File: src/rtl/rom_serializer_pkg.sv
// Shared constants and types for the ROM burst serializer.
//   ADDR_W    : ROM address width (8 words)
//   DATA_W    : ROM word width
//   BIT_CNT_W : width of the per-word bit counter (must hold DATA_W-1)
//   stateT    : burst controller state encoding
package rom_serializer_pkg;

  localparam int unsigned ADDR_W    = 3;
  localparam int unsigned DATA_W    = 14;
  localparam int unsigned BIT_CNT_W = 4;

  typedef enum logic [2:0] {
    IDLE  = 3'd0,
    FETCH = 3'd1,
    SHIFT = 3'd2,
    NEXT  = 3'd3,
    DONE  = 3'd4
  } stateT;

endpackage

File: src/rtl/rom_serializer_if.sv
// Bundle of the serializer's command, ROM and serial-stream signals.
//   start/startAddr/lastAddr : burst request (sampled only while idle)
//   addrRom/recRom           : combinational ROM port (ROM lives outside)
//   serOut/serValid/serReady : MSB-first serial stream with valid/ready
//   wordDone/busy/done       : status
// master = requester/ROM/sink side, slave = serializer side.
interface rom_serializer_if #(
  parameter int unsigned ADDR_W = rom_serializer_pkg::ADDR_W,
  parameter int unsigned DATA_W = rom_serializer_pkg::DATA_W
);

  logic              start;
  logic [ADDR_W-1:0] startAddr;
  logic [ADDR_W-1:0] lastAddr;
  logic [ADDR_W-1:0] addrRom;
  logic [DATA_W-1:0] recRom;
  logic              serOut;
  logic              serValid;
  logic              serReady;
  logic              wordDone;
  logic              busy;
  logic              done;

  modport master (
    output start, startAddr, lastAddr, recRom, serReady,
    input  addrRom, serOut, serValid, wordDone, busy, done
  );

  modport slave (
    input  start, startAddr, lastAddr, recRom, serReady,
    output addrRom, serOut, serValid, wordDone, busy, done
  );

endinterface

File: src/rtl/rom_serializer_piso_shift.sv
// Parallel-in serial-out word register with its bit counter.
//   clk, rstN : clock, async active-low reset (register and counter clear)
//   load      : capture parIn and preset the counter to DATA_W-1
//   shiftEn   : shift left by one (zero fill) and decrement the counter
//   parIn     : word to load
//   msb       : current outgoing bit
//   last      : counter is at 0, i.e. msb is the final bit of the word
module piso_shift #(
  parameter int unsigned DATA_W    = rom_serializer_pkg::DATA_W,
  parameter int unsigned BIT_CNT_W = rom_serializer_pkg::BIT_CNT_W
) (
  input  logic              clk,
  input  logic              rstN,
  input  logic              load,
  input  logic              shiftEn,
  input  logic [DATA_W-1:0] parIn,
  output logic              msb,
  output logic              last
);

  logic [DATA_W-1:0]    shiftReg;
  logic [BIT_CNT_W-1:0] bitCnt;

  // Load has priority; the controller never asserts both together.
  always_ff @(posedge clk or negedge rstN) begin
    if (!rstN) begin
      shiftReg <= '0;
      bitCnt   <= '0;
    end else if (load) begin
      shiftReg <= parIn;
      bitCnt   <= BIT_CNT_W'(DATA_W - 1);
    end else if (shiftEn) begin
      shiftReg <= {shiftReg[DATA_W-2:0], 1'b0};
      bitCnt   <= bitCnt - BIT_CNT_W'(1);
    end
  end

  assign msb  = shiftReg[DATA_W-1];
  assign last = (bitCnt == '0);

endmodule

File: src/rtl/rom_serializer.sv
// Reads a run of words from an external combinational ROM and streams each
// one MSB first over a valid/ready serial link.
//   clk  : single clock, rising edge
//   rstN : async active-low reset; aborts any burst without a done pulse
//   bus  : rom_serializer_if.slave (command, ROM port, serial stream, status)
// Addresses run from startAddr to lastAddr inclusive, wrapping 7 -> 0.
// Per word: 1 FETCH cycle, DATA_W SHIFT transfers, 1 NEXT cycle (wordDone).
module rom_serializer #(
  parameter int unsigned ADDR_W = rom_serializer_pkg::ADDR_W,
  parameter int unsigned DATA_W = rom_serializer_pkg::DATA_W
) (
  input  logic           clk,
  input  logic           rstN,
  rom_serializer_if.slave bus
);

  import rom_serializer_pkg::*;

  stateT             state;
  stateT             stateNext;
  logic [ADDR_W-1:0] addrReg;
  logic [ADDR_W-1:0] addrNext;
  logic [ADDR_W-1:0] endReg;
  logic [ADDR_W-1:0] endNext;

  logic load;
  logic shiftEn;
  logic msb;
  logic last;

  logic serValidQ;
  logic wordDoneQ;
  logic doneQ;
  logic busyQ;

  // Word register and bit counter.
  piso_shift #(
    .DATA_W    (DATA_W),
    .BIT_CNT_W (BIT_CNT_W)
  ) uPiso (
    .clk     (clk),
    .rstN    (rstN),
    .load    (load),
    .shiftEn (shiftEn),
    .parIn   (bus.recRom),
    .msb     (msb),
    .last    (last)
  );

  // State, address and end-address registers.
  always_ff @(posedge clk or negedge rstN) begin
    if (!rstN) begin
      state   <= IDLE;
      addrReg <= '0;
      endReg  <= '0;
    end else begin
      state   <= stateNext;
      addrReg <= addrNext;
      endReg  <= endNext;
    end
  end

  // Next-state, address update and datapath controls.
  always_comb begin
    stateNext = state;
    addrNext  = addrReg;
    endNext   = endReg;
    load      = 1'b0;
    shiftEn   = 1'b0;
    unique case (state)
      IDLE: begin
        // Addresses are captured only here, so start while busy is ignored.
        if (bus.start) begin
          addrNext  = bus.startAddr;
          endNext   = bus.lastAddr;
          stateNext = FETCH;
        end
      end
      FETCH: begin
        load      = 1'b1;
        stateNext = SHIFT;
      end
      SHIFT: begin
        if (serValidQ && bus.serReady) begin
          shiftEn = 1'b1;
          if (last) begin
            stateNext = NEXT;
          end
        end
      end
      NEXT: begin
        if (addrReg == endReg) begin
          stateNext = DONE;
        end else begin
          addrNext  = addrReg + ADDR_W'(1);
          stateNext = FETCH;
        end
      end
      DONE: begin
        stateNext = IDLE;
      end
      default: begin
        stateNext = IDLE;
      end
    endcase
  end

  // Status flags are registered from the next state so each one is high
  // for exactly the cycles spent in its state.
  always_ff @(posedge clk or negedge rstN) begin
    if (!rstN) begin
      serValidQ <= 1'b0;
      wordDoneQ <= 1'b0;
      doneQ     <= 1'b0;
      busyQ     <= 1'b0;
    end else begin
      serValidQ <= (stateNext == SHIFT);
      wordDoneQ <= (stateNext == NEXT);
      doneQ     <= (stateNext == DONE);
      busyQ     <= (stateNext != IDLE);
    end
  end

  assign bus.addrRom  = addrReg;
  assign bus.serValid = serValidQ;
  assign bus.serOut   = serValidQ & msb;
  assign bus.wordDone = wordDoneQ;
  assign bus.done     = doneQ;
  assign bus.busy     = busyQ;

endmodule

File: src/flat_wrapper.sv
// flat-port wrapper written by rule: the top's interface ports become plain ports
module rom_serializer_flat import rom_serializer_pkg::*;
#(
  parameter int unsigned ADDR_W = rom_serializer_pkg::ADDR_W,
  parameter int unsigned DATA_W = rom_serializer_pkg::DATA_W
)
  (clk, rstN, bus_start, bus_startAddr, bus_lastAddr, bus_recRom, bus_serReady, bus_addrRom, bus_serOut, bus_serValid, bus_wordDone, bus_busy, bus_done);
  rom_serializer_if #(.ADDR_W(ADDR_W), .DATA_W(DATA_W)) bus_i ();
  input  logic clk;
  input  logic rstN;
  input wire logic [$bits(bus_i.start)-1:0] bus_start;
  input wire logic [$bits(bus_i.startAddr)-1:0] bus_startAddr;
  input wire logic [$bits(bus_i.lastAddr)-1:0] bus_lastAddr;
  input wire logic [$bits(bus_i.recRom)-1:0] bus_recRom;
  input wire logic [$bits(bus_i.serReady)-1:0] bus_serReady;
  output wire logic [$bits(bus_i.addrRom)-1:0] bus_addrRom;
  output wire logic [$bits(bus_i.serOut)-1:0] bus_serOut;
  output wire logic [$bits(bus_i.serValid)-1:0] bus_serValid;
  output wire logic [$bits(bus_i.wordDone)-1:0] bus_wordDone;
  output wire logic [$bits(bus_i.busy)-1:0] bus_busy;
  output wire logic [$bits(bus_i.done)-1:0] bus_done;
  assign bus_i.start = bus_start;
  assign bus_i.startAddr = bus_startAddr;
  assign bus_i.lastAddr = bus_lastAddr;
  assign bus_i.recRom = bus_recRom;
  assign bus_i.serReady = bus_serReady;
  assign bus_addrRom = bus_i.addrRom;
  assign bus_serOut = bus_i.serOut;
  assign bus_serValid = bus_i.serValid;
  assign bus_wordDone = bus_i.wordDone;
  assign bus_busy = bus_i.busy;
  assign bus_done = bus_i.done;
  rom_serializer #(.ADDR_W(ADDR_W), .DATA_W(DATA_W)) u_core (.clk(clk), .rstN(rstN), .bus(bus_i));
endmodule
File: config.mk
export PLATFORM = sky130hd
export DESIGN_NAME = rom_serializer_flat
export DESIGN_NICKNAME = d
export VERILOG_FILES = /design/src/rtl/rom_serializer_pkg.sv /design/src/rtl/rom_serializer_if.sv /design/src/rtl/rom_serializer_piso_shift.sv /design/src/rtl/rom_serializer.sv /design/src/flat_wrapper.sv
export SDC_FILE = /design/constraint.sdc
export NUM_CORES = 1
export LEC_CHECK = 0
export CORE_ASPECT_RATIO = 0.75
export CORE_UTILIZATION = 35
export CTS_CLUSTER_DIAMETER = 60
export DETAILED_ROUTE_END_ITERATION = 8
export PLACE_DENSITY = 0.59
export REMOVE_ABC_BUFFERS = 1
export SLEW_MARGIN = 25
export SYNTH_ARGS = -nofsm -noshare
export SYNTH_HDL_FRONTEND = slang
export SYNTH_SLANG_ARGS = --single-unit
File: constraint.sdc
create_clock -name clk -period 3.6 [get_ports clk]
set_clock_uncertainty 0.1 [all_clocks]
set_input_delay 0.72 -clock clk [delete_from_list [all_inputs] [get_ports clk]]
set_output_delay 0.72 -clock clk [all_outputs]
set_load 0.01 [all_outputs]
==> flow_metrics.tcl <==
set metrics [dict create \
    setup-tns-final_ps 0 \
    synthesis.area_per_instance_um2 11.2 \
    dp_hpwl_mm 1.94 \
    post-cts-setup-buffers 0 \
    grt_antenna_before_repair 0 \
    rrSetupSlack_ps 1910 \
    worstReg2RegStart "u_core.state[2]" \
    edff_count_synth 0 \
    synth_largest_area_cell "sky130_fd_sc_hd__dfrtp_1" \
    worst_skew_pair.late_latency_ps 280 \
    worst_path_largest_cell_delay_ps 570 \
    design.final.nets 191 \
    max-slew-margin-rel_pct 74.0 \
    synth_seq_cells 31 \
    die-height_um 57.9 \
    drt-initial-drc-count 65 \
    worst_path_max_delay_cell "sky130_fd_sc_hd__clkdlybuf4s50_1" \
    min-delay-path-class "flip-flop to flip-flop" \
    timing.max_cap.violations 0 \
    finish.utilization_pct 49.4 \
    setup_ws_ps 1480 \
    gp_congestion 0.737 \
    floorplan.die.width_um 76.6 \
    finalSetupViolations 0 \
    critical_path.max_fanout 5 \
    timing.hold.worst_endpoint "u_core.bus.wordDone" \
    reg2regPathDepth 4 \
    p_leak_nw 0.758 \
    dominantRegCellSynth "sky130_fd_sc_hd__dfrtp_1" \
    post_cts_resize_count 0 \
    vias_per_cell 4.74 \
    ios 32 \
    post_synth_main_area_contributors "sky130_fd_sc_hd__dfrtp_1 (53%), sky130_fd_sc_hd__mux2i_1 (8.9%), sky130_fd_sc_hd__nand2_1 (5.1%), sky130_fd_sc_hd__xor2_1 (3.6%), sky130_fd_sc_hd__buf_12 (2.7%)" \
    cts.htree.levels 2 \
    grt_overflow_total 0 \
    yosysSeqAreaShare_pct 53.1 \
    path_cells "clkdlybuf4s50_1" \
    global_route.usage.total_pct 14.1 \
    ant_nets 0 \
    pin_count_of_the_biggest_net_entering_global_routing 32 \
    detailedRoute.firstPassIterationCount 4 \
    yosys.cell_count.top_type "sky130_fd_sc_hd__dfrtp_1" \
    synth.cell_area_um2 1460 \
    route.vias.total 1034 \
    post_drt_wl_per_cell_um 12.1 \
    min_path_cells 1 \
    worstHoldStart "u_core.uPiso.bitCnt[3]" \
    min_period_ps 2120 \
    final-hold-violation-count 0 \
    yosys.cell_types.count 32 \
    initial_core_util_pct 38.1 \
    path_class "flip-flop to output pin" \
    cts_sinks 31 \
    grt_pass1_vias 1017 \
    number_of_i_o_port_buffers 31 \
    critical_path.n_buffers_inverters 1 \
    clockBufferDepth 2 \
    clk_pin_slew_ps 60 \
    synth_warnings 0 \
    critical_path_required_ps 2780 \
    drcViolationCount 0 \
    critPathCaptureType "output pin" \
    grt_pass1_wl_mm 4.72 \
    post_synthesis_cell_count 130 \
    timing.final.max_slew_violations 0 \
    start_kind "flip-flop" \
    rows 19 \
    antenna_cells 0 \
    clock_tree_from_tritoncts "yes" \
    critPathTopFamily "buffers and inverters" \
    period_share_pct 58.8 \
    async_reset_ff_share_pct 100 \
    fmax_mhz 472 \
    dp_slack_ps 1260 \
    post_route_cells_drive_above_1_share_pct 10.2 \
    outcome "finished clean" \
    totalWireLength_mm 2.64 \
    die-area_um2 4440 \
    synthesis_to_layout_area_growth_pct 29.4 \
    synth_largest_type_area_fraction_pct 53.1 \
    post_cts_hold_buffer_count 0 \
    rsz0062_at_grt "false" \
    crit-reg2reg-capture "u_core.bus.addrRom[2]" \
    worst-endpoint-arrival_ps 1300 \
    ir_worst_vdd_mv 0.301 \
    slew_at_the_pin_closest_to_its_max_slew_limit_ps 390 \
    cts.root.buffer_cell "sky130_fd_sc_hd__clkbuf_8" \
    power_density_nw_per_um2 779 \
    synth_common_cells "sky130_fd_sc_hd__dfrtp_1 (31), sky130_fd_sc_hd__nand2_1 (20), sky130_fd_sc_hd__mux2i_1 (13)" \
    placeable_core_region_um2 3830 \
    cts_made_buffers 5 \
    fillerInstances 359 \
]
## kinds of logic (layout without fill, tap and decap cells)
logic type | after synthesis | after routing | synth area share, %
AOI/OAI and AO/OA | 23 | 23 | 9.94
xor gates and xnor gates | 8 | 8 | 4.80
and+or+nand+nor | 41 | 41 | 14.0
buffers and inverters | 9 | 45 | 5.23
adders and majority gates | 2 | 2 | 1.71
DFF | 31 | 31 | 53.1
muxes | 16 | 16 | 11.2
## state kept, by name, summed over array words and instances, names as in the netlist
signal                 cells
u_core.bus.addrRom         3
u_core.bus.busy            1
u_core.bus.done            1
u_core.bus.serValid        1
u_core.bus.wordDone        1
u_core.endReg              3
u_core.state               3
u_core.uPiso.bitCnt        4
u_core.uPiso.shiftReg     14
## layer usage
layer	vias up	share of wire, %	track usage, %
met3	0	5.0	5.98
met1	485	52	19.4
li1	523	-	-
met5	-	0	0
met4	0	0	4.95
met2	26	43	19.8
## cell usage in the layout, fill, tap and decap left out, types with 4 or more instances in the layout
cell,n
sky130_fd_sc_hd__clkdlybuf4s50_1,31
sky130_fd_sc_hd__dfrtp_1,31
sky130_fd_sc_hd__nand2_1,20
sky130_fd_sc_hd__mux2i_1,13
sky130_fd_sc_hd__o21ai_0,8
sky130_fd_sc_hd__clkbuf_8,7
sky130_fd_sc_hd__xor2_1,6
sky130_fd_sc_hd__o21ai_1,6
sky130_fd_sc_hd__inv_1,4
sky130_fd_sc_hd__nor2_1,4
## cell type report
cell class	count	area, µm²	share of cell area [%]
Tap cell	52	65.1	3.44
Timing Repair Buffer	33	325	17.2
Multi-Input combinational cell	90	608	32.2
Inverter	4	15.0	0.795
Sequential cell	31	776	41.1
Clock buffer	8	100	5.30
## worst max-delay path by stage
| stage | start | end | slack, ps | cells past startpoint |
|---|---|---|---|---|
| 2_1_floorplan | u_core.state[0] | u_core.uPiso.shiftReg[13] | 1820 | 3 |
| 3_3_place_gp | bus_serReady | u_core.uPiso.shiftReg[1] | 1320 | 5 |
| 3_5_place_dp | bus_serReady | u_core.uPiso.shiftReg[11] | 1260 | 5 |
| 4_1_cts | u_core.bus.addrRom[2] | bus_addrRom[2] | 1470 | 1 |
| 5_1_grt | u_core.bus.serValid | bus_serOut | 1430 | 2 |
| 6_report | u_core.bus.addrRom[0] | bus_addrRom[0] | 1480 | 1 |
## through the flow
stage | total power [W] | cell area (µm²) | instances | hold WS, ps
finish | 0.00147 | 1890 | 218 | 405
global route | 0.00159 | 1890 | 218 | 436
CTS | 0.00149 | 1890 | 218 | 405
global placement | 0.00116 | 1790 | 210 | 395
floorplan | 0.000981 | 1400 | 125 | 324
detailed placement | 0.00119 | 1790 | 210 | 398
## where the power goes
group	switching, W	total, W	internal, W
clock	0.000123	0.000298	0.000174
sequential	0.000110	0.000609	0.000500
combinational	0.000288	0.000565	0.000277
total	0.000521	0.00147	0.000951
Power figures use the tool's default switching activity.
